<file path="config.mk">
export PLATFORM = sky130hd
export DESIGN_NAME = led_bank_flat
export DESIGN_NICKNAME = d
export VERILOG_FILES = /design/src/rtl/led_bank_pkg.sv /design/src/rtl/led_bank_if.sv /design/src/rtl/led_bank_channel.sv /design/src/rtl/led_bank.sv /design/src/flat_wrapper.sv
export SDC_FILE = /design/constraint.sdc
export NUM_CORES = 1
export LEC_CHECK = 0
export BUFFER_PORTS_ARGS = -buffer_cell sky130_fd_sc_hd__buf_2
export CELL_PAD_IN_SITES_DETAIL_PLACEMENT = 0
export CELL_PAD_IN_SITES_GLOBAL_PLACEMENT = 1
export CORE_MARGIN = 4
export CORE_UTILIZATION = 45
export DETAILED_ROUTE_END_ITERATION = 7
export PLACE_DENSITY_LB_ADDON = 0.08
export SYNTH_ARGS = -nofsm -noshare
export SYNTH_HDL_FRONTEND = slang
export SYNTH_HIERARCHICAL = 1
export SYNTH_SLANG_ARGS = --single-unit
</file>
<file path="constraint.sdc">
create_clock -name clk -period 5.1 [get_ports clk]
set_clock_uncertainty 0.2 [all_clocks]
set_input_delay 0.765 -clock clk [delete_from_list [all_inputs] [get_ports clk]]
set_output_delay 0.765 -clock clk [all_outputs]
set_load 0.05 [all_outputs]
</file>
<file path="src/rtl/led_bank_pkg.sv">
// led_bank shared types and constants.
// Mode encoding, reset defaults and small helpers.
package led_bank_pkg;

  typedef enum logic [1:0] {
    LED_OFF   = 2'd0,
    LED_ON    = 2'd1,
    LED_BLINK = 2'd2,
    LED_PWM   = 2'd3
  } led_mode_t;

  localparam int unsigned DEFAULT_PERIOD_C = 50000;
  localparam led_mode_t   RESET_MODE_C     = LED_BLINK;

  function automatic int unsigned ch_width(
    input int unsigned n
  );
    return (n > 1) ? $clog2(n) : 1;
  endfunction

  // led level a channel takes when its phase
  // restarts (config write or sync)
  function automatic logic fresh_led(
    input led_mode_t m,
    input logic      duty_nz
  );
    return (m == LED_ON) ||
           ((m == LED_PWM) && duty_nz);
  endfunction

endpackage

</file>
<file path="src/rtl/led_bank_if.sv">
// led_bank configuration bus and led outputs.
// master: cfg_we/cfg_ch/cfg_mode/cfg_period/cfg_duty/sync out, led in.
interface led_bank_if #(
  parameter int unsigned CHANNELS = 4,
  parameter int unsigned CNT_W    = 32,
  parameter int unsigned DUTY_W   = 8
) ();
  import led_bank_pkg::*;

  localparam int unsigned CH_W = ch_width(CHANNELS);

  logic                cfg_we;
  logic [CH_W-1:0]     cfg_ch;
  led_mode_t           cfg_mode;
  logic [CNT_W-1:0]    cfg_period;
  logic [DUTY_W-1:0]   cfg_duty;
  logic                sync;
  logic [CHANNELS-1:0] led;

  modport master (
    output cfg_we,
    output cfg_ch,
    output cfg_mode,
    output cfg_period,
    output cfg_duty,
    output sync,
    input  led
  );

  modport slave (
    input  cfg_we,
    input  cfg_ch,
    input  cfg_mode,
    input  cfg_period,
    input  cfg_duty,
    input  sync,
    output led
  );

endinterface

</file>
<file path="src/rtl/led_bank_channel.sv">
// One led_bank channel: config, divider, PWM step and led register.
// Ports: clk, rst_n, i_we, i_sync, i_mode, i_period, i_duty -> o_led.
// LED_BANK_PWM_EN adds duty register and pwm counter; otherwise PWM = OFF.
module led_bank_channel
  import led_bank_pkg::*;
#(
  parameter int unsigned CNT_W          = 32,
  parameter int unsigned DUTY_W         = 8,
  parameter int unsigned DEFAULT_PERIOD = DEFAULT_PERIOD_C,
  parameter led_mode_t   RESET_MODE     = RESET_MODE_C
) (
  input  logic              clk,
  input  logic              rst_n,
  input  logic              i_we,
  input  logic              i_sync,
  input  led_mode_t         i_mode,
  input  logic [CNT_W-1:0]  i_period,
  input  logic [DUTY_W-1:0] i_duty,
  output logic              o_led
);

  led_mode_t        r_mode;
  logic [CNT_W-1:0] r_period;
  logic [CNT_W-1:0] r_div;
  logic             r_led;

  logic w_wrap;
  logic w_restart;
  logic w_led_nxt;
  logic w_pwm_led;
  logic w_wr_duty_nz;
  logic w_cur_duty_nz;

  assign w_wrap    = (r_div == r_period);
  assign w_restart = i_we | i_sync;

  always_ff @(posedge clk or negedge rst_n) begin
    if (!rst_n) begin
      r_mode   <= RESET_MODE;
      r_period <= CNT_W'(DEFAULT_PERIOD);
    end else if (i_we) begin
      r_mode   <= i_mode;
      r_period <= i_period;
    end
  end

  always_ff @(posedge clk or negedge rst_n) begin
    if (!rst_n) begin
      r_div <= '0;
    end else if (w_restart || w_wrap) begin
      r_div <= '0;
    end else begin
      r_div <= r_div + CNT_W'(1);
    end
  end

`ifdef LED_BANK_PWM_EN
  logic [DUTY_W-1:0] r_duty;
  logic [DUTY_W-1:0] r_pwm;
  logic [DUTY_W-1:0] w_pwm_nxt;

  // pwm wraps naturally at 2^DUTY_W
  assign w_pwm_nxt = w_wrap ?
                     r_pwm + DUTY_W'(1) : r_pwm;

  always_ff @(posedge clk or negedge rst_n) begin
    if (!rst_n) begin
      r_duty <= '0;
      r_pwm  <= '0;
    end else if (i_we) begin
      r_duty <= i_duty;
      r_pwm  <= '0;
    end else if (i_sync) begin
      r_pwm  <= '0;
    end else begin
      r_pwm  <= w_pwm_nxt;
    end
  end

  assign w_pwm_led     = (w_pwm_nxt < r_duty);
  assign w_wr_duty_nz  = |i_duty;
  assign w_cur_duty_nz = |r_duty;
`else
  logic w_unused_duty;

  assign w_unused_duty = ^i_duty;
  assign w_pwm_led     = 1'b0;
  assign w_wr_duty_nz  = 1'b0;
  assign w_cur_duty_nz = 1'b0;
`endif

  always_comb begin
    w_led_nxt = 1'b0;
    if (i_we) begin
      w_led_nxt = fresh_led(i_mode, w_wr_duty_nz);
    end else if (i_sync) begin
      w_led_nxt = fresh_led(r_mode, w_cur_duty_nz);
    end else begin
      unique case (r_mode)
        LED_OFF:   w_led_nxt = 1'b0;
        LED_ON:    w_led_nxt = 1'b1;
        LED_BLINK: w_led_nxt = r_led ^ w_wrap;
        LED_PWM:   w_led_nxt = w_pwm_led;
        default:   w_led_nxt = 1'b0;
      endcase
    end
  end

  always_ff @(posedge clk or negedge rst_n) begin
    if (!rst_n) begin
      r_led <= 1'b0;
    end else begin
      r_led <= w_led_nxt;
    end
  end

  assign o_led = r_led;

endmodule

</file>
<file path="src/rtl/led_bank.sv">
// Multi-channel LED driver: OFF/ON/BLINK/PWM per channel.
// Ports: clk, rst_n, bus (led_bank_if.slave); macro LED_BANK_PWM_EN.
module led_bank
  import led_bank_pkg::*;
#(
  parameter int unsigned CHANNELS       = 4,
  parameter int unsigned CNT_W          = 32,
  parameter int unsigned DUTY_W         = 8,
  parameter int unsigned DEFAULT_PERIOD = DEFAULT_PERIOD_C,
  parameter led_mode_t   RESET_MODE     = RESET_MODE_C
) (
  input  logic       clk,
  input  logic       rst_n,
  led_bank_if.slave  bus
);

  localparam int unsigned CH_W = ch_width(CHANNELS);

  logic [CH_W:0]         w_ch_ext;
  logic                  w_ch_hit;
  logic [CHANNELS-1:0]   w_we;
  logic [CHANNELS-1:0]   w_led;

  // out-of-range indices must not alias onto a
  // real channel, so compare with one spare bit
  assign w_ch_ext = {1'b0, bus.cfg_ch};
  assign w_ch_hit = bus.cfg_we &&
                    (w_ch_ext < (CH_W+1)'(CHANNELS));

  for (genvar i = 0; i < CHANNELS; i++) begin : g_ch
    assign w_we[i] = w_ch_hit &&
                     (bus.cfg_ch == CH_W'(i));

    led_bank_channel #(
      .CNT_W          (CNT_W),
      .DUTY_W         (DUTY_W),
      .DEFAULT_PERIOD (DEFAULT_PERIOD),
      .RESET_MODE     (RESET_MODE)
    ) u_ch (
      .clk      (clk),
      .rst_n    (rst_n),
      .i_we     (w_we[i]),
      .i_sync   (bus.sync),
      .i_mode   (bus.cfg_mode),
      .i_period (bus.cfg_period),
      .i_duty   (bus.cfg_duty),
      .o_led    (w_led[i])
    );
  end

  assign bus.led = w_led;

endmodule

</file>
<file path="src/flat_wrapper.sv">
// flat-port wrapper written by rule: the top's interface ports become plain ports
module led_bank_flat import led_bank_pkg::*;
#(
  parameter int unsigned CHANNELS       = 4,
  parameter int unsigned CNT_W          = 32,
  parameter int unsigned DUTY_W         = 8,
  parameter int unsigned DEFAULT_PERIOD = DEFAULT_PERIOD_C,
  parameter led_mode_t   RESET_MODE     = RESET_MODE_C
)
  (clk, rst_n, bus_cfg_we, bus_cfg_ch, bus_cfg_mode, bus_cfg_period, bus_cfg_duty, bus_sync, bus_led);
  led_bank_if #(.CHANNELS(CHANNELS), .CNT_W(CNT_W), .DUTY_W(DUTY_W)) bus_i ();
  input  logic clk;
  input  logic rst_n;
  input wire logic [$bits(bus_i.cfg_we)-1:0] bus_cfg_we;
  input wire logic [$bits(bus_i.cfg_ch)-1:0] bus_cfg_ch;
  input wire logic [$bits(bus_i.cfg_mode)-1:0] bus_cfg_mode;
  input wire logic [$bits(bus_i.cfg_period)-1:0] bus_cfg_period;
  input wire logic [$bits(bus_i.cfg_duty)-1:0] bus_cfg_duty;
  input wire logic [$bits(bus_i.sync)-1:0] bus_sync;
  output wire logic [$bits(bus_i.led)-1:0] bus_led;
  assign bus_i.cfg_we = bus_cfg_we;
  assign bus_i.cfg_ch = bus_cfg_ch;
  assign bus_i.cfg_mode = bus_cfg_mode;
  assign bus_i.cfg_period = bus_cfg_period;
  assign bus_i.cfg_duty = bus_cfg_duty;
  assign bus_i.sync = bus_sync;
  assign bus_led = bus_i.led;
  led_bank #(.CHANNELS(CHANNELS), .CNT_W(CNT_W), .DUTY_W(DUTY_W), .DEFAULT_PERIOD(DEFAULT_PERIOD), .RESET_MODE(RESET_MODE)) u_core (.clk(clk), .rst_n(rst_n), .bus(bus_i));
endmodule
</file>
* Yosys cells after proc, flatten, opt, wreduce, memory -nomap -nowiden
Cells that the tools add are included.
** Storage, ports and cells
- Register bits :: 268
- Word-level logic and storage cells :: 83
- Input port bits :: 48
- Output and inout bits :: 4
** Cells by class
- Equal/unequal tests :: 20
- Bitwise gates (word level) :: 8
- Order comparisons :: 1
- Reduce and logical (&&, ||, !) cells :: 18
- Add/sub/neg operators :: 4
- Muxes and demuxes :: 16
** Operators with widths (number)
- 32-bit by 1-bit adder with 32-bit output (second input constant) :: 4
- 32-bit equality test :: 4
- 32-bit two-way mux :: 4
- 2-bit equality test (second input constant) :: 10
- 2-bit by 1-bit equality test with 1-bit output (second input constant) :: 6
- 1-bit one-hot mux with 3 select lines :: 4
- 2-bit logical NOT :: 5
- 1-bit two-way mux :: 8
- 2-bit OR reduction :: 4
- 1-bit logical AND :: 5
- 1-bit logical OR :: 4
- 1-bit bitwise OR :: 4
- 1-bit bitwise XOR :: 4
- 2-bit by 3-bit less-than comparator with 1-bit output (second input constant) :: 1

* Depth between registers and ports, before layout
- Depth after elaboration :: 6
- Gate-level depth with buffers :: 9
- Gate-level depth less buffers :: 7

* Modules after synthesis
The synthesis kept the hierarchy.
** By module, submodules not included
- led_bank_channel :: cells an instance 283, area each 3255.6 um2, times used 4, seq. area each 1685.4 um2
- led_bank :: cells an instance 4, area each 37.5 um2, times used 1, seq. area each 0.0 um2

* Worst setup path after synthesis
No wires, ideal clock.
- Path kind :: input to register
- From :: input port bus_cfg_ch[1]
- To :: register u_core.g_ch[1].u_ch.r_period[16]
- Setup slack :: 2.754 ns
- Library setup time :: 0.125 ns
- Required time :: 4.775 ns
- Buffers on the path :: 2
- Arrival :: 2.021 ns
- Cell stages on the path :: 4
- Cell sequence :: and3b_1 > clkbuf_1 > clkbuf_1 > mux2_2
** On the way
- Longest elaborated chain between the ends :: 3
- Elaborated cells on any way between the ends :: 4
- Those cells by class :: order compare (1); eq/ne (1); reduce/logical (2)
** Ends and longest elaborated chain
- start, declared :: line flat_wrapper.sv:15 : input wire logic [$bits(bus_i.cfg_ch)-1:0] bus_cfg_ch;
- 2-bit by 3-bit less-than comparator with 1-bit output :: line led_bank.sv:28 : (w_ch_ext < (CH_W+1)'(CHANNELS));
- 1-bit logical AND :: line led_bank.sv:27 : assign w_ch_hit = bus.cfg_we &&
- 1-bit logical AND * :: line led_bank.sv:31 : assign w_we[i] = w_ch_hit &&
- end signal, assigned :: line led_bank_channel.sv:40 : r_period <= CNT_W'(DEFAULT_PERIOD);
- end signal, assigned :: line led_bank_channel.sv:43 : r_period <= i_period;
- end, declared :: line led_bank_channel.sv:23 : logic [CNT_W-1:0] r_period;
Every way passes the cells marked *; elsewhere a longest branch is shown, timed or not.
A chain may end at the register's enable or synchronous reset.

* Final worst setup path
- From :: register u_core.g_ch[0].u_ch.r_div[11]
- To :: register u_core.g_ch[0].u_ch.r_div[0]
** On the way
- Longest elaborated chain between the ends :: 3
** Ends and longest elaborated chain
- start, declared :: line led_bank_channel.sv:24 : logic [CNT_W-1:0] r_div;
- start signal, assigned :: line led_bank_channel.sv:53 : r_div <= r_div + CNT_W'(1);
- 32-bit equality test :: line led_bank_channel.sv:34 : assign w_wrap = (r_div == r_period);
- 1-bit logical OR :: line led_bank_channel.sv:50 : end else if (w_restart || w_wrap) begin
- 32-bit two-way mux :: line led_bank_channel.sv:50
No other way between the ends.

==> results_dict.tcl <==
set metrics [dict create \
    status "complete, no violations" \
    vias 8190 \
    cts_buffer_depth 3 \
    die_w_um 178 \
    synth.distinct_cells 32 \
    synth_cells 1136 \
    hold_path_class "in2async" \
    reg2reg_depth 7 \
    postRouteAntennaNets 0 \
    min_period_ns 2.99 \
    slowest_delay_ns 0.91 \
    ys_warn_count 6 \
    ir_worst_vdd_mv 0.222 \
    start_util 0.455 \
    cp_slowest_cell "or3_1" \
    yosysSeqAreaShare 0.516 \
    drt-initial-drc-count 383 \
    postSynthRegisterBits 268 \
    rows 62 \
    cts_resized 0 \
    place_inst 1533 \
    syn_avg_cell_area_um2 11.5 \
    drive_above_1_share 0.233 \
    holdBufCountCts 0 \
    cap_viol_max_count 0 \
    max_slew_margin 0.237 \
    cts_setup_buffers 0 \
    cts_made_buffers 30 \
    critPathMostFrequentCell "nor2_1" \
    layout_worst_path_cycle_share 0.587 \
    grt_overflow 0 \
    seq_area_um2 6740 \
    root_buffer "clkbuf_16" \
    setup_tns_ns 0 \
    dieArea_um2 31800 \
    hpwlAfterDp_um 21700 \
    grt_max_degree 120 \
    p_leak_nw 6.64 \
    port_buffers 43 \
    cts_tree "yes" \
    antenna_found_initial 7 \
    layout.cells.non_filler 1589 \
    clock_sinks 268 \
    drcViolationCount 0 \
    cp.required_ns 5.33 \
    path_max_fanout 32 \
    cp_data_arrival_time_ns 3.22 \
    reg2reg_to "u_core/g_ch[0].u_ch/r_div[0]" \
    tightestPinTransition_ns 1.14 \
    grt_pass1_wl_um 50200 \
    drv_slew 0 \
    wl_per_cell_um 20.1 \
    r2r-start "u_core/g_ch[0].u_ch/r_div[11]" \
    routed_wl_um 32000 \
    layout.nets 1241 \
    synthesis.nets 1196 \
    htreeDepth 1 \
    multi_input_area_um2 6020 \
    grt_pass1_vias 8338 \
    setup_slack_ns 2.11 \
    finalWeightedCongestion 0.762 \
    clock.fmax_mhz 334 \
    io_pins 52 \
    start_kind "flop" \
    post-place-ws_ns 1.92 \
    end_kind "flop" \
    first_pass_iters 5 \
    power_density_nw_per_um2 366 \
    track_usage 0.206 \
    coreArea_um2 28700 \
    nFillCells 2625 \
    synth_area_um2 13100 \
    critPathKind "reg2reg" \
    areaGrowthSynthToFinish_pct 12.3 \
    path_clk_slew_ns 0.06 \
    setup_viol 0 \
    insertion_delay_ns 0.55 \
    rsz0062_at_grt "no" \
    hold_violations 0 \
    reg2reg_slack_ns 2.11 \
    vias_per_cell 5.15 \
    cp_cell_sequence "xor2_1 -> nor4_1 -> nand4_1 -> nor2_1 -> or3_1 -> buf_4 -> nor2_1" \
    die_y_um 178 \
]
## report_power, final
| part | switching [mW] | internal, mW |
|---|---|---|
| Combinational | 0.318 | 0.296 |
| Sequential | 0.165 | 2.38 |
| Clock | 0.861 | 1.36 |
| Total | 1.34 | 4.03 |
## kinds of logic after synthesis
family          count (synthesis)  share of synthesized area
buf+inv                        64                     0.0238
fa+ha+maj                      12                     0.0115
xor+xnor                      252                      0.169
compound gates                 20                    0.00958
flops                         268                      0.516
simple gates                  392                      0.160
mux                           128                      0.110
## layout by cell type (no fill, tap or decap), drive strengths merged, types with 6 or more instances in the layout
cell | synthesis | routed
dfrtp | 240 | 240
xor2 | 212 | 212
nor2 | 156 | 156
mux2 | 128 | 128
buf | 24 | 53
nand4 | 48 | 48
clkbuf | 16 | 45
nand2 | 44 | 44
nand3 | 44 | 44
xnor2 | 40 | 40
nor4 | 32 | 32
dfstp | 28 | 28
inv | 24 | 24
and3 | 21 | 21
and4 | 16 | 16
nor3 | 16 | 16
o21ai | 12 | 12
ha | 12 | 12
clkinv | 0 | 6
## critical path, delay by kind of cell, from the launching register on
family        cells  cell delay [ns]
simple gates      5             1.78
flops             1             0.43
buf+inv           1             0.24
xor+xnor          1             0.20
## how the worst max path moves through the flow
stage,from,end,cells past startpoint
after CTS,u_core/g_ch[0].u_ch/r_div[11],u_core/g_ch[0].u_ch/r_div[0],7
after detailed placement,bus_cfg_ch[1],u_core/g_ch[0].u_ch/r_div[0],6
final,u_core/g_ch[0].u_ch/r_div[11],u_core/g_ch[0].u_ch/r_div[0],7
after global routing,u_core/g_ch[0].u_ch/r_div[11],u_core/g_ch[0].u_ch/r_div[0],7
after floorplan,bus_cfg_ch[1],u_core/g_ch[1].u_ch/r_period[16],4
after global placement,bus_cfg_ch[1],u_core/g_ch[0].u_ch/r_div[0],6
## final cells by class
cell class,instances,share of cell area
diodes,1,0.000171
clock buffers,45,0.0612
clock inverters,10,0.00870
inverters,24,0.00614
multi-input cells,804,0.410
flip-flops and latches,268,0.460
well taps,384,0.0328
repair buffers,53,0.0213
## layer usage
layer | global-route usage | vias up | part of all wire
met5 | 0 | - | 0
met4 | 0.0409 | 0 | 0.018
met3 | 0.0276 | 33 | 0.031
met2 | 0.337 | 108 | 0.48
met1 | 0.298 | 4097 | 0.47
li1 | - | 3952 | -
## state kept, by name (all words and copies together) (netlist names)
register / cells
u_core/g_ch.u_ch/r_period: 128
u_core/g_ch.u_ch/r_div: 128
u_core/g_ch.u_ch/o_led: 4
u_core/g_ch.u_ch/r_mode: 8
## metrics by stage
stage	hold WS (ns)	instance area, um^2	total power [mW]	utilization
after detailed placement	0.300	13600	3.21	0.475
after global routing	0.146	14700	5.62	0.511
after global placement	0.291	13600	3.19	0.475
after floorplan	0.269	13100	2.97	-
after CTS	0.119	14700	5.47	0.511
final	0.0841	14700	5.38	0.511
## Yosys cell counts, drive strengths merged
| master | count | area share |
|---|---|---|
| and3b | 2 | 0.0013 |
| nor3b | 1 | 0.00096 |
| nor2 | 156 | 0.046 |
| inv | 24 | 0.0069 |
| clkbuf | 16 | 0.0046 |
| xnor2 | 40 | 0.027 |
| nand3 | 44 | 0.018 |
| nor3 | 16 | 0.011 |
| nand2b | 4 | 0.0019 |
| o22ai | 4 | 0.0019 |
| nand2 | 44 | 0.013 |
| nor4 | 32 | 0.015 |
| and4 | 16 | 0.011 |
| o21ai | 12 | 0.0046 |
| and2 | 4 | 0.0019 |
| a41o | 4 | 0.0031 |
| dfrtp | 240 | 0.46 |
| and3 | 21 | 0.010 |
| ha | 12 | 0.011 |
| dfstp | 28 | 0.056 |
| buf | 24 | 0.012 |
| xor2 | 212 | 0.14 |
| or3 | 4 | 0.0019 |
| mux2 | 128 | 0.11 |
| nand4 | 48 | 0.028 |
No activity file was read; power rests on OpenSTA's default activity.
